<file path="src/rtl/alu32_rr_sched.sv">
// rtl/alu32_rr_sched.sv - round-robin scheduler sharing one 32-bit ALU between two requesters
module alu32_rr_sched #(
  parameter int unsigned EXEC_CYCLES = 1
) (
  input  logic        clk,
  input  logic        rst_n,
  input  logic        req0_valid,
  output logic        req0_ready,
  input  logic [2:0]  req0_op,
  input  logic [31:0] req0_a,
  input  logic [31:0] req0_b,
  input  logic        req0_ci,
  input  logic        req1_valid,
  output logic        req1_ready,
  input  logic [2:0]  req1_op,
  input  logic [31:0] req1_a,
  input  logic [31:0] req1_b,
  input  logic        req1_ci,
  output logic        rsp_valid,
  input  logic        rsp_ready,
  output logic        rsp_id,
  output logic [31:0] rsp_data,
  output logic        rsp_co,
  output logic [31:0] alu_in1,
  output logic [31:0] alu_in2,
  output logic        alu_ci,
  output logic [2:0]  alu_op,
  input  logic [31:0] alu_out,
  input  logic        alu_co
);

  typedef enum logic [1:0] {
    IDLE = 2'd0,
    EXEC = 2'd1,
    RESP = 2'd2
  } state_t;

  // Settling counter counts down to zero; EXEC_CYCLES=1 gives a single EXEC cycle.
  localparam logic [3:0] CNT_LOAD = 4'(EXEC_CYCLES - 1);

  state_t      state_q, state_d;
  logic        prio_q, prio_d;
  logic [3:0]  cnt_q, cnt_d;
  logic [2:0]  op_q, op_d;
  logic [31:0] a_q, a_d;
  logic [31:0] b_q, b_d;
  logic        ci_q, ci_d;
  logic        id_q, id_d;
  logic        rsp_id_q, rsp_id_d;
  logic [31:0] rsp_data_q, rsp_data_d;
  logic        rsp_co_q, rsp_co_d;

  logic        grant_id;
  logic        accept;

  // Arbitration: a lone requester wins outright, contention is settled by prio.
  always_comb begin
    grant_id = (req0_valid & req1_valid) ? prio_q : req1_valid;
    accept   = (state_q == IDLE) & (req0_valid | req1_valid);
  end

  assign req0_ready = accept & ~grant_id;
  assign req1_ready = accept & grant_id;

  // Next-state logic: latch operands on accept, count the settling window, hold the response.
  always_comb begin
    state_d    = state_q;
    prio_d     = prio_q;
    cnt_d      = cnt_q;
    op_d       = op_q;
    a_d        = a_q;
    b_d        = b_q;
    ci_d       = ci_q;
    id_d       = id_q;
    rsp_id_d   = rsp_id_q;
    rsp_data_d = rsp_data_q;
    rsp_co_d   = rsp_co_q;
    case (state_q)
      IDLE: begin
        if (accept) begin
          op_d    = grant_id ? req1_op : req0_op;
          a_d     = grant_id ? req1_a  : req0_a;
          b_d     = grant_id ? req1_b  : req0_b;
          ci_d    = grant_id ? req1_ci : req0_ci;
          id_d    = grant_id;
          prio_d  = ~grant_id;
          cnt_d   = CNT_LOAD;
          state_d = EXEC;
        end
      end
      EXEC: begin
        if (cnt_q == 4'd0) begin
          rsp_data_d = alu_out;
          rsp_co_d   = alu_co;
          rsp_id_d   = id_q;
          state_d    = RESP;
        end else begin
          cnt_d = cnt_q - 4'd1;
        end
      end
      RESP: begin
        if (rsp_ready) begin
          state_d = IDLE;
        end
      end
      default: state_d = IDLE;
    endcase
  end

  // State and datapath registers; reset discards any in-flight operation.
  always_ff @(posedge clk or negedge rst_n) begin
    if (!rst_n) begin
      state_q    <= IDLE;
      prio_q     <= 1'b0;
      cnt_q      <= 4'd0;
      op_q       <= 3'd0;
      a_q        <= 32'd0;
      b_q        <= 32'd0;
      ci_q       <= 1'b0;
      id_q       <= 1'b0;
      rsp_id_q   <= 1'b0;
      rsp_data_q <= 32'd0;
      rsp_co_q   <= 1'b0;
    end else begin
      state_q    <= state_d;
      prio_q     <= prio_d;
      cnt_q      <= cnt_d;
      op_q       <= op_d;
      a_q        <= a_d;
      b_q        <= b_d;
      ci_q       <= ci_d;
      id_q       <= id_d;
      rsp_id_q   <= rsp_id_d;
      rsp_data_q <= rsp_data_d;
      rsp_co_q   <= rsp_co_d;
    end
  end

  // Operands stay parked outside EXEC; the opcode is forced to 7 so the ALU idles at zero.
  assign alu_in1   = a_q;
  assign alu_in2   = b_q;
  assign alu_ci    = ci_q;
  assign alu_op    = (state_q == EXEC) ? op_q : 3'b111;
  assign rsp_valid = (state_q == RESP);
  assign rsp_id    = rsp_id_q;
  assign rsp_data  = rsp_data_q;
  assign rsp_co    = rsp_co_q;

endmodule

</file>
<file path="config.mk">
export PLATFORM = sky130hd
export DESIGN_NAME = alu32_rr_sched
export DESIGN_NICKNAME = d
export VERILOG_FILES = /design/src/rtl/alu32_rr_sched.sv
export SDC_FILE = /design/constraint.sdc
export NUM_CORES = 1
export LEC_CHECK = 0
export ABC_CLOCK_PERIOD_IN_PS = 2060
export CAP_MARGIN = 10
export CELL_PAD_IN_SITES_DETAIL_PLACEMENT = 0
export CELL_PAD_IN_SITES_GLOBAL_PLACEMENT = 1
export CORE_MARGIN = 4
export CORE_UTILIZATION = 29
export CTS_CLUSTER_SIZE = 24
export DETAILED_ROUTE_END_ITERATION = 16
export PLACE_DENSITY = 0.92
export REMOVE_ABC_BUFFERS = 1
export SLEW_MARGIN = 15
export SYNTH_ARGS = -nofsm -noshare
export SYNTH_HDL_FRONTEND = slang
export SYNTH_SLANG_ARGS = --single-unit
</file>
<file path="constraint.sdc">
create_clock -name clk -period 2.06 [get_ports clk]
set_clock_uncertainty 0.15 [all_clocks]
set_input_delay 0.309 -clock clk [delete_from_list [all_inputs] [get_ports clk]]
set_output_delay 0.309 -clock clk [all_outputs]
set_load 0.01 [all_outputs]
</file>
Yosys cells after proc, flatten, opt, wreduce, memory -nomap -nowiden
Cells that the tools add are included.
W data, S select, Z words.
{ "totals": {"elab_cells": 44, "inputBits": 174, "register_bits": 110, "out_inout_bits": 105} }
{ "classes": {"n_eq_ne": 6, "add_sub_neg": 1, "n_bitwise": 6, "mux": 13, "reduce_logical": 7} }
{ "op_table": {"columns": ["operator", "n"], "rows": [
  ["$mux W32", 2],
  ["$mux W4", 2],
  ["$pmux W4 S2", 1],
  ["$mux W2", 3],
  ["$mux W3", 2],
  ["$ne A2 B2 Y1 const B", 3],
  ["$pmux W2 S3", 1],
  ["$reduce_and A3 Y1", 2],
  ["$and A1 B1 Y1", 4],
  ["$logic_not A4 Y1", 1],
  ["$reduce_and A2 Y1", 2],
  ["$sub A4 B1 Y4 const B", 1],
  ["$eq A2 B1 Y1 const B", 1],
  ["$eq A2 B2 Y1 const B", 1],
  ["$logic_not A2 Y1", 1],
  ["$mux W1", 2],
  ["$ne A2 B1 Y1 const B", 1],
  ["$reduce_bool A2 Y1", 1],
  ["$not A1 Y1", 1],
  ["$or A1 B1 Y1", 1]
]} }

Depth between registers and ports, before layout
Gate-level depths: netlist of the first run.
{ "logic_depth": {"ltp_word": 4, "ltp_mapped": 7, "ltp_nobuf": 5} }

Least setup slack after synthesis of the first run
Ideal clock, no wire load.
{ "synth_path": {"kind": "flip-flop to flip-flop", "start": "reg cnt_q[0]", "end": "reg rsp_data_q[10] (netlist: rsp_data[10])", "arrival_ns": 1.617, "path_buffers": 2, "required_ns": 1.785, "path_stages_with_launch": 8, "path_slack_ns": 0.168, "period_less_slack_ns": 1.892, "setup_ns": 0.125, "path_cell_list": "dfrtp_1 > inv_1 > ha_1 > nand2b_1 > or3_1 > buf_4 > buf_6 > mux2_4"} }
{ "synth_between": {"elab_chain_cells": 2} }
{ "synth_rtl": {"columns": ["element", "line_no", "source"], "rows": [
  ["start: declaration", "43", "logic [3:0] cnt_q, cnt_d;"],
  ["start signal: assignment", "127", "cnt_q <= cnt_d;"],
  ["$logic_not A4 Y1", "92", "if (cnt_q == 4'd0) begin"],
  ["$reduce_and A2 Y1 (no source line)", null, null],
  ["end signal: assignment", "134", "rsp_data_q <= rsp_data_d;"],
  ["end: declaration", "50", "logic [31:0] rsp_data_q, rsp_data_d;"]
]} }
Every way passes these cells.
A chain may end at the register's enable or synchronous reset.

Worst setup path after layout of the first run
{ "layout_path": {"start": "reg state_q[0]", "end": "out req0_ready"} }
{ "layout_between": {"elab_chain_cells": 3} }
{ "layout_rtl": {"columns": ["element", "line_no", "source"], "rows": [
  ["start: declaration", "41", "state_t state_q, state_d;"],
  ["start signal: assignment", "125", "state_q <= state_d;"],
  ["$logic_not A2 Y1", "59", "accept = (state_q == IDLE) & (req0_valid | req1_valid);"],
  ["$and A1 B1 Y1", "59", null],
  ["$and A1 B1 Y1", "62", "assign req0_ready = accept & ~grant_id;"],
  ["end: declaration", "8", "output logic req0_ready,"]
]} }
Every way passes these cells.

==> results of run 1 <==
[worst max-delay path: cells and delay by family (launching register included)]
kind / cells / cell delay, ns
DFF: 1 / 0.45
buffers and inverters: 1 / 0.31
and+or+nand+nor: 2 / 0.37
[timing repair]
item                                   4_1_cts  5_1_grt
endpoints found under the hold margin        9        0
setup endpoints to repair                   36       18
buffers inserted                             0        1
hold buffers                                 1        0
gates cloned                                 1        0
resized for setup                            8        5
[sequential cells by signal, indices dropped and copies added (netlist names), 2 cells and up]
register  cells
alu_in1      32
op_q          3
cnt_q         4
alu_in2      32
state_q       2
rsp_data     32
[layout by cell type, fill, tap and decap left out, types with 2 or more instances in the layout]
master,netlist,final
inv_2,0,2
buf_4,1,7
dlygate4sd2_1,0,5
dfrtp_1,110,109
a21o_1,2,2
nand2b_1,6,6
a221o_1,68,68
clkbuf_16,0,9
bufinv_16,0,3
nand4b_1,2,2
and3_2,0,2
mux2_4,29,29
nor2_1,3,2
a21boi_0,68,68
buf_12,0,5
clkdlybuf4s50_1,0,271
a21oi_1,3,3
inv_1,4,2
o21ai_0,3,3
nand2_1,3,3
mux2_2,6,6
[report_power, final]
| group | internal (mW) | switching, mW | total [mW] |
|---|---|---|---|
| sequential | 3.25 | 0.631 | 3.88 |
| clock | 1.18 | 0.782 | 1.96 |
| combinational | 3.86 | 2.56 | 6.42 |
| total | 8.29 | 3.97 | 12.3 |
[worst max path at each step]
| stage | from | endpoint | slack [ns] | depth (start not counted) |
|---|---|---|---|---|
| after floorplan | state_q[0]$_DFFE_PN0P_ | alu_ci$_DFFE_PN0P_ | -2.14 | 3 |
| after CTS | state_q[0]$_DFFE_PN0P_ | rsp_valid | 0.005 | 3 |
| after global placement | req0_valid | alu_in2[0]$_DFFE_PN0P_ | -0.05 | 5 |
| final | state_q[0]$_DFFE_PN0P_ | req0_ready | 0.13 | 3 |
| after detailed placement | req0_valid | alu_in1[3]$_DFFE_PN0P_ | -0.12 | 5 |
| after global routing | state_q[0]$_DFFE_PN0P_ | req0_ready | 0.02 | 3 |
[layout make-up]
| class | count | area share (%) |
|---|---|---|
| multi-input cells | 206 | 23.4 |
| clock buffers | 10 | 2.76 |
| inverters | 4 | 0.181 |
| flip-flops and latches | 110 | 33.3 |
| repair buffers | 292 | 35.9 |
| clock inverters | 4 | 1.18 |
| well taps | 220 | 3.32 |
[metrics by stage]
step | hold WS (ns) | setup WS [ns] | area, sq um | power (mW)
CTS | 0.184 | 0.00530 | 8270 | 12.4
detailed placement | -0.000181 | -0.118 | 7900 | 10.2
global route | 0.188 | 0.0162 | 8280 | 13.0
global placement | -0.000891 | -0.0535 | 7900 | 10.1
finish | 0.192 | 0.126 | 8280 | 12.3
floorplan | -0.137 | -2.14 | 4690 | 6.93
[cells by family after synthesis]
family | after synthesis
mux | 35
simple gates | 23
buf+inv | 39
compound gates | 146
flops | 110
fa+ha+maj | 2
[layer usage]
metal | vias to the layer above | global-route usage, % | part of all wire [%]
li1 | 1912 | - | -
met1 | 2072 | 19.4 | 39
met2 | 234 | 27.6 | 47
met3 | 17 | 8.25 | 12
met4 | 0 | 4.43 | 1.4
met5 | - | 0 | 0
==> metrics.yaml, run 1 <==
sta:
  slew-limit-headroom_pct: 62.2
  fmax_mhz: 517
  drv_slew: 0
  tightest_slew_ns: 0.566
  setup_tns_ns: 0
  hold_viol: 0
  min_period_ns: 1.93
  min_period_over_period_pct: 93.9
  setup_viol: 0
  rsz0062_at_grt: "no"
synthesis:
  yosysSeqAreaShare_pct: 56.5
  synth_top_family_by_area: "compound AO/OA/AOI/OAI gates"
  synth_top_area_share_pct: 56.5
  synthArstFlopShare_pct: 100
  ys_top_cells_by_count: "dfrtp_1 (110), a21boi_0 (68), a221o_1 (68)"
  synth.most_common_cell: "dfrtp_1"
  yosys.area.top_type: "dfrtp_1"
  ys_ff_latch: 110
  synthMuxAreaShare_pct: 10.3
  synth_warnings: 0
  ys_types: 28
  synth_compound_area_share_pct: 25.8
  synth_edf_count: 0
  synth_xor_area_share_pct: 0
  synth_area_leaders: "dfrtp_1 (57%), a221o_1 (14%), a21boi_0 (10%)"
  syn_area_sq_um: 4870
  synthCells: 355
  ys.flop_type: "dfrtp_1"
  synth_fa_ha_area_share_pct: 0.514
  synth_simple_gate_area_share_pct: 2.90
  syn_area_per_cell_sq_um: 13.7
die:
  fp.dieH_um: 138
  die_w_um: 138
  start_util_pct: 29.5
  die_area_sq_um: 18900
  coreArea_sq_um: 16500
  rows: 47
  ios: 279
place:
  dp.cells: 829
  gp_congestion: 0.748
  place_hpwl_um: 11900
  portBuffers: 278
power:
  ir_worst_vdd_v: 0.000736
  power.density_nw_per_um2: 1480
  cellLeakagePower_nw: 3.49
clock_network:
  clock-root-buffer: "clkbuf_16"
  cts_tree: "done"
  htree_levels: 3
  clk_pin_slew_worst_paths_ns: 0.07
  clockBufferDepth: 2
  cts.sink_count: 110
  cts_inserted_buffers: 9
  clock_latency_ns: 0.35
cells_and_area:
  fillers: 1398
  diodes: 0
  instances_no_fill: 846
  syn2layout_area_growth_pct: 70.1
  seq_area_sq_um: 2750
  final_core_util_pct: 50.1
  multi_input_area_sq_um: 1940
  drive_above_1_share_pct: 11.7
  fin_nets: 799
setup_path:
  worstSetupStartpointType: "register"
  r2r_cells: 6
  reg2reg_to: "rsp_data[17]$_DFFE_PN0P_"
  worstPathCellList: "nor2_4 > and3_2 > dlygate4sd2_1"
  crit-reg2reg-launch: "cnt_q[1]$_DFFE_PN0P_"
  critPathMaxFanout: 4
  worst_path_largest_cell_delay_ns: 0.45
  r2r_slack_ns: 0.13
  crit_required_ns: 1.60
  critPathArrivalTime_ns: 1.48
  crit_path_end_kind: "output port"
  cp_slowest_cell: "dfrtp_2"
  worst-setup-path-type: "register to output port"
grt:
  grt_max_degree: 102
  grt_pass1_wl_um: 24400
  grt_overflow: 0
  grt_usage_pct: 16.7
  antenna_found_initial: 0
  grt_pass1_vias: 4562
outcome:
  status: "completed"
detailed_routing:
  drc_errors: 0
  via_count: 4235
  drtIter0Drc: 125
  routed_wl_um: 16600
  antenna_left: 0
  viasPerCell: 5.01
  dr.pass1.iters: 4
  routedWlPerCell_um: 19.6
flow_run:
  max_cap_violations: 0
worst_hold_path:
  hold_class: "primary input to async pin"
No activity file was read; power rests on OpenSTA's default activity.
==> inputs of run 2 (changes only) <==
CAP_MARGIN = 5   (was 10)
==> results of run 2 <==
Same layout as run 1: the final DEF is identical, and so are final timing and power.
==> inputs of run 3 (changes only) <==
PLACE_DENSITY = not set   (was 0.92)
PLACE_DENSITY_LB_ADDON = 0.1   (was not set)
==> run 3 against run 2 <==
  * Critical endpoint is now req1_ready
  * Final cell count is 2.8% higher
  * Worst setup slack got worse by 0.047 ns
  * Sequential power barely moved
  * Non-clock buffer count grew 22
  * Worst hold slack improved by 0.090 ns
  * Flip-flop and latch count did not move
  * Final area rose by 2.6%
  * Critical path depth increased by 2
  * Die area did not move
  * Register-to-register slack is essentially flat
  * Core utilization up 1.3 points
==> metrics.yaml, run 3 (synthesis results as in run 1) <==
cells_and_area:
  diodes: 0  # unchanged
  drive_above_1_share_pct: 14.8  # +3.1 points
  final_common_cell: "clkdlybuf4s50_1"
  fillers: 1435  # +2.6%
  instances_no_fill: 870  # +2.8%
  multi_input_area_sq_um: 1950  # +0.26%
  syn2layout_area_growth_pct: 74.5
  seq_area_sq_um: 2750  # unchanged
  fin_nets: 821  # +2.8%
  final_cell_mix: "clkdlybuf4s50_1 (271), dfrtp_1 (109), a21boi_0 (68), a221o_1 (68), mux2_4 (29)"
grt:
  grt_overflow: 0  # unchanged
  grt_pass1_vias: 4573  # +0.24%
  grt_usage_pct: 17.7  # +0.97 points
  grt_max_degree: 53  # -48%
  grt_pass1_wl_um: 25700  # +5.5%
  antenna_found_initial: 0  # unchanged
sta:
  setup_viol: 0  # unchanged
  fmax_mhz: 505  # -2.4%
  worst_hold_slack_ns: 0.281  # +0.0896 ns
  min_period_over_period_pct: 96.2  # +2.3 points
  timing.final.ws_setup_ns: 0.0789  # -0.0467 ns
  drv_slew: 0  # unchanged
  tightest_slew_ns: 0.413  # -0.154 ns
  hold_viol: 0  # unchanged
  rsz0062_at_grt: "no"
  min_period_ns: 1.98  # +0.0467 ns
  slew-limit-headroom_pct: 72.5  # +10 points
clock_network:
  clk_pin_slew_worst_paths_ns: 0.07  # about the same
  clock-root-buffer: "clkbuf_16"
  cts_inserted_buffers: 9  # unchanged
  cts_tree: "done"
  clock_latency_ns: 0.35  # about the same
  cts.sink_count: 110  # unchanged
  htree_levels: 3  # unchanged
  clockBufferDepth: 2  # unchanged
setup_path:
  cp_slowest_cell: "dfrtp_1"
  critPathMaxFanout: 12  # +8
  crit_path_end_kind: "output port"
  worst-setup-path-type: "register to output port"
  worst_path_largest_cell_delay_ns: 0.39  # -0.06 ns
  r2r_cells: 6  # unchanged
  crit_path_frequent_cell: "buf_4"
  worstPathCellList: "buf_4 > nor2_4 > and3_4 > buf_12 > buf_4"
  worstSetupStartpointType: "register"
  critPathArrivalTime_ns: 1.52  # +0.04 ns
  crit_required_ns: 1.60  # about the same
power:
  ir_worst_vdd_v: 0.000625  # -15%
  cellLeakagePower_nw: 3.62  # +3.9%
  power.density_nw_per_um2: 1440  # -2.6%
place:
  dp.cells: 838  # +1.1%
  preCtsSetupSlack_ns: 0.0583  # +0.176 ns
  gp_congestion: 0.758  # +1.4%
  portBuffers: 278  # unchanged
  place_hpwl_um: 12100  # +1.8%
die:
  coreArea_sq_um: 16500  # unchanged
  fp.dieH_um: 138  # unchanged
  die_area_sq_um: 18900  # unchanged
  start_util_pct: 29.5  # unchanged
  ios: 279  # unchanged
  die_w_um: 138  # unchanged
  rows: 47  # unchanged
flow_run:
  max_cap_violations: 0  # unchanged
detailed_routing:
  via_count: 4314  # +1.9%
  drtIter0Drc: 192  # +54%
  antenna_left: 0  # unchanged
  routedWlPerCell_um: 19.9  # +1.6%
  drc_errors: 0  # unchanged
  dr.pass1.iters: 4  # unchanged
  viasPerCell: 4.96  # -0.94%
  routed_wl_um: 17300  # +4.5%
outcome:
  status: "completed"
worst_hold_path:
  hold_class: "primary input to async pin"
run 3: cell count changes in the layout (fill, tap and decap cells not counted), moves of 3 or more:
cell / before / now
clkinv_2: 0 / 5
buf_4: 7 / 25
buf_12: 5 / 10
bufinv_16: 3 / 0
run 3: path summary, 6_finish.rpt:
kind,from,end,slack [ns]
worst max-delay path,state_q[1]$_DFFE_PN0P_,req1_ready,0.08
worst min-delay path,rst_n,rsp_data[17]$_DFFE_PN0P_,0.28
worst min register to register,id_q$_DFFE_PN0P_,id_q$_DFFE_PN0P_,0.34
min in group clk,id_q$_DFFE_PN0P_,id_q$_DFFE_PN0P_,0.34
worst max register to register,cnt_q[0]$_DFFE_PN0P_,rsp_data[28]$_DFFE_PN0P_,0.14
max in group asynchronous,rst_n,alu_in2[5]$_DFFE_PN0P_,0.91
run 3: routing by layer:
layer	part of all wire, %	track usage (%)
met1	40	22.1
met2	46	27.8
met3	12	7.38
met4	2.1	5.88
met5	0	0
run 3: final cells by class:
cell class	count	area share, %
Sequential cell	110	32.4
Multi-Input combinational cell	206	22.9
Inverter	4	0.177
Timing Repair Buffer	314	38.1
Clock inverter	5	0.295
Tap cell	220	3.24
Clock buffer	11	2.86
run 3: worst max-delay path, delay by kind of cell, from the launching register on:
family | cells | cell delay [ns]
buf+inv | 3 | 0.42
flops | 1 | 0.39
simple gates | 2 | 0.36
run 3: where the power goes:
part / switching (mW) / total [mW] / internal (mW) / leakage, nW
sequential: 0.612 / 3.86 / 3.25 / 1.34
combinational: 2.62 / 6.76 / 4.14 / 2.15
clock: 0.784 / 1.63 / 0.845 / 0.139
run 3: through the flow:
step	total power, mW	area, sq um	setup TNS (ns)	utilization, %
after floorplan	6.93	4690	-173.01	-
after global placement	10.3	8030	0	48.6
after detailed placement	10.4	8030	0	48.6
after CTS	12.3	8400	0	50.8
after global routing	13.0	8500	0	51.4
final	12.2	8500	0	51.4
run 3: repair_timing:
item | in CTS | in global routing
hold endpoints to repair | 24 | 0
hold buffers | 1 | 0
gates resized for setup | 6 | 2
setup endpoints to repair | 6 | 33
buffers inserted | 3 | 9
pin swaps | 3 | 1
cloned | 2 | 1
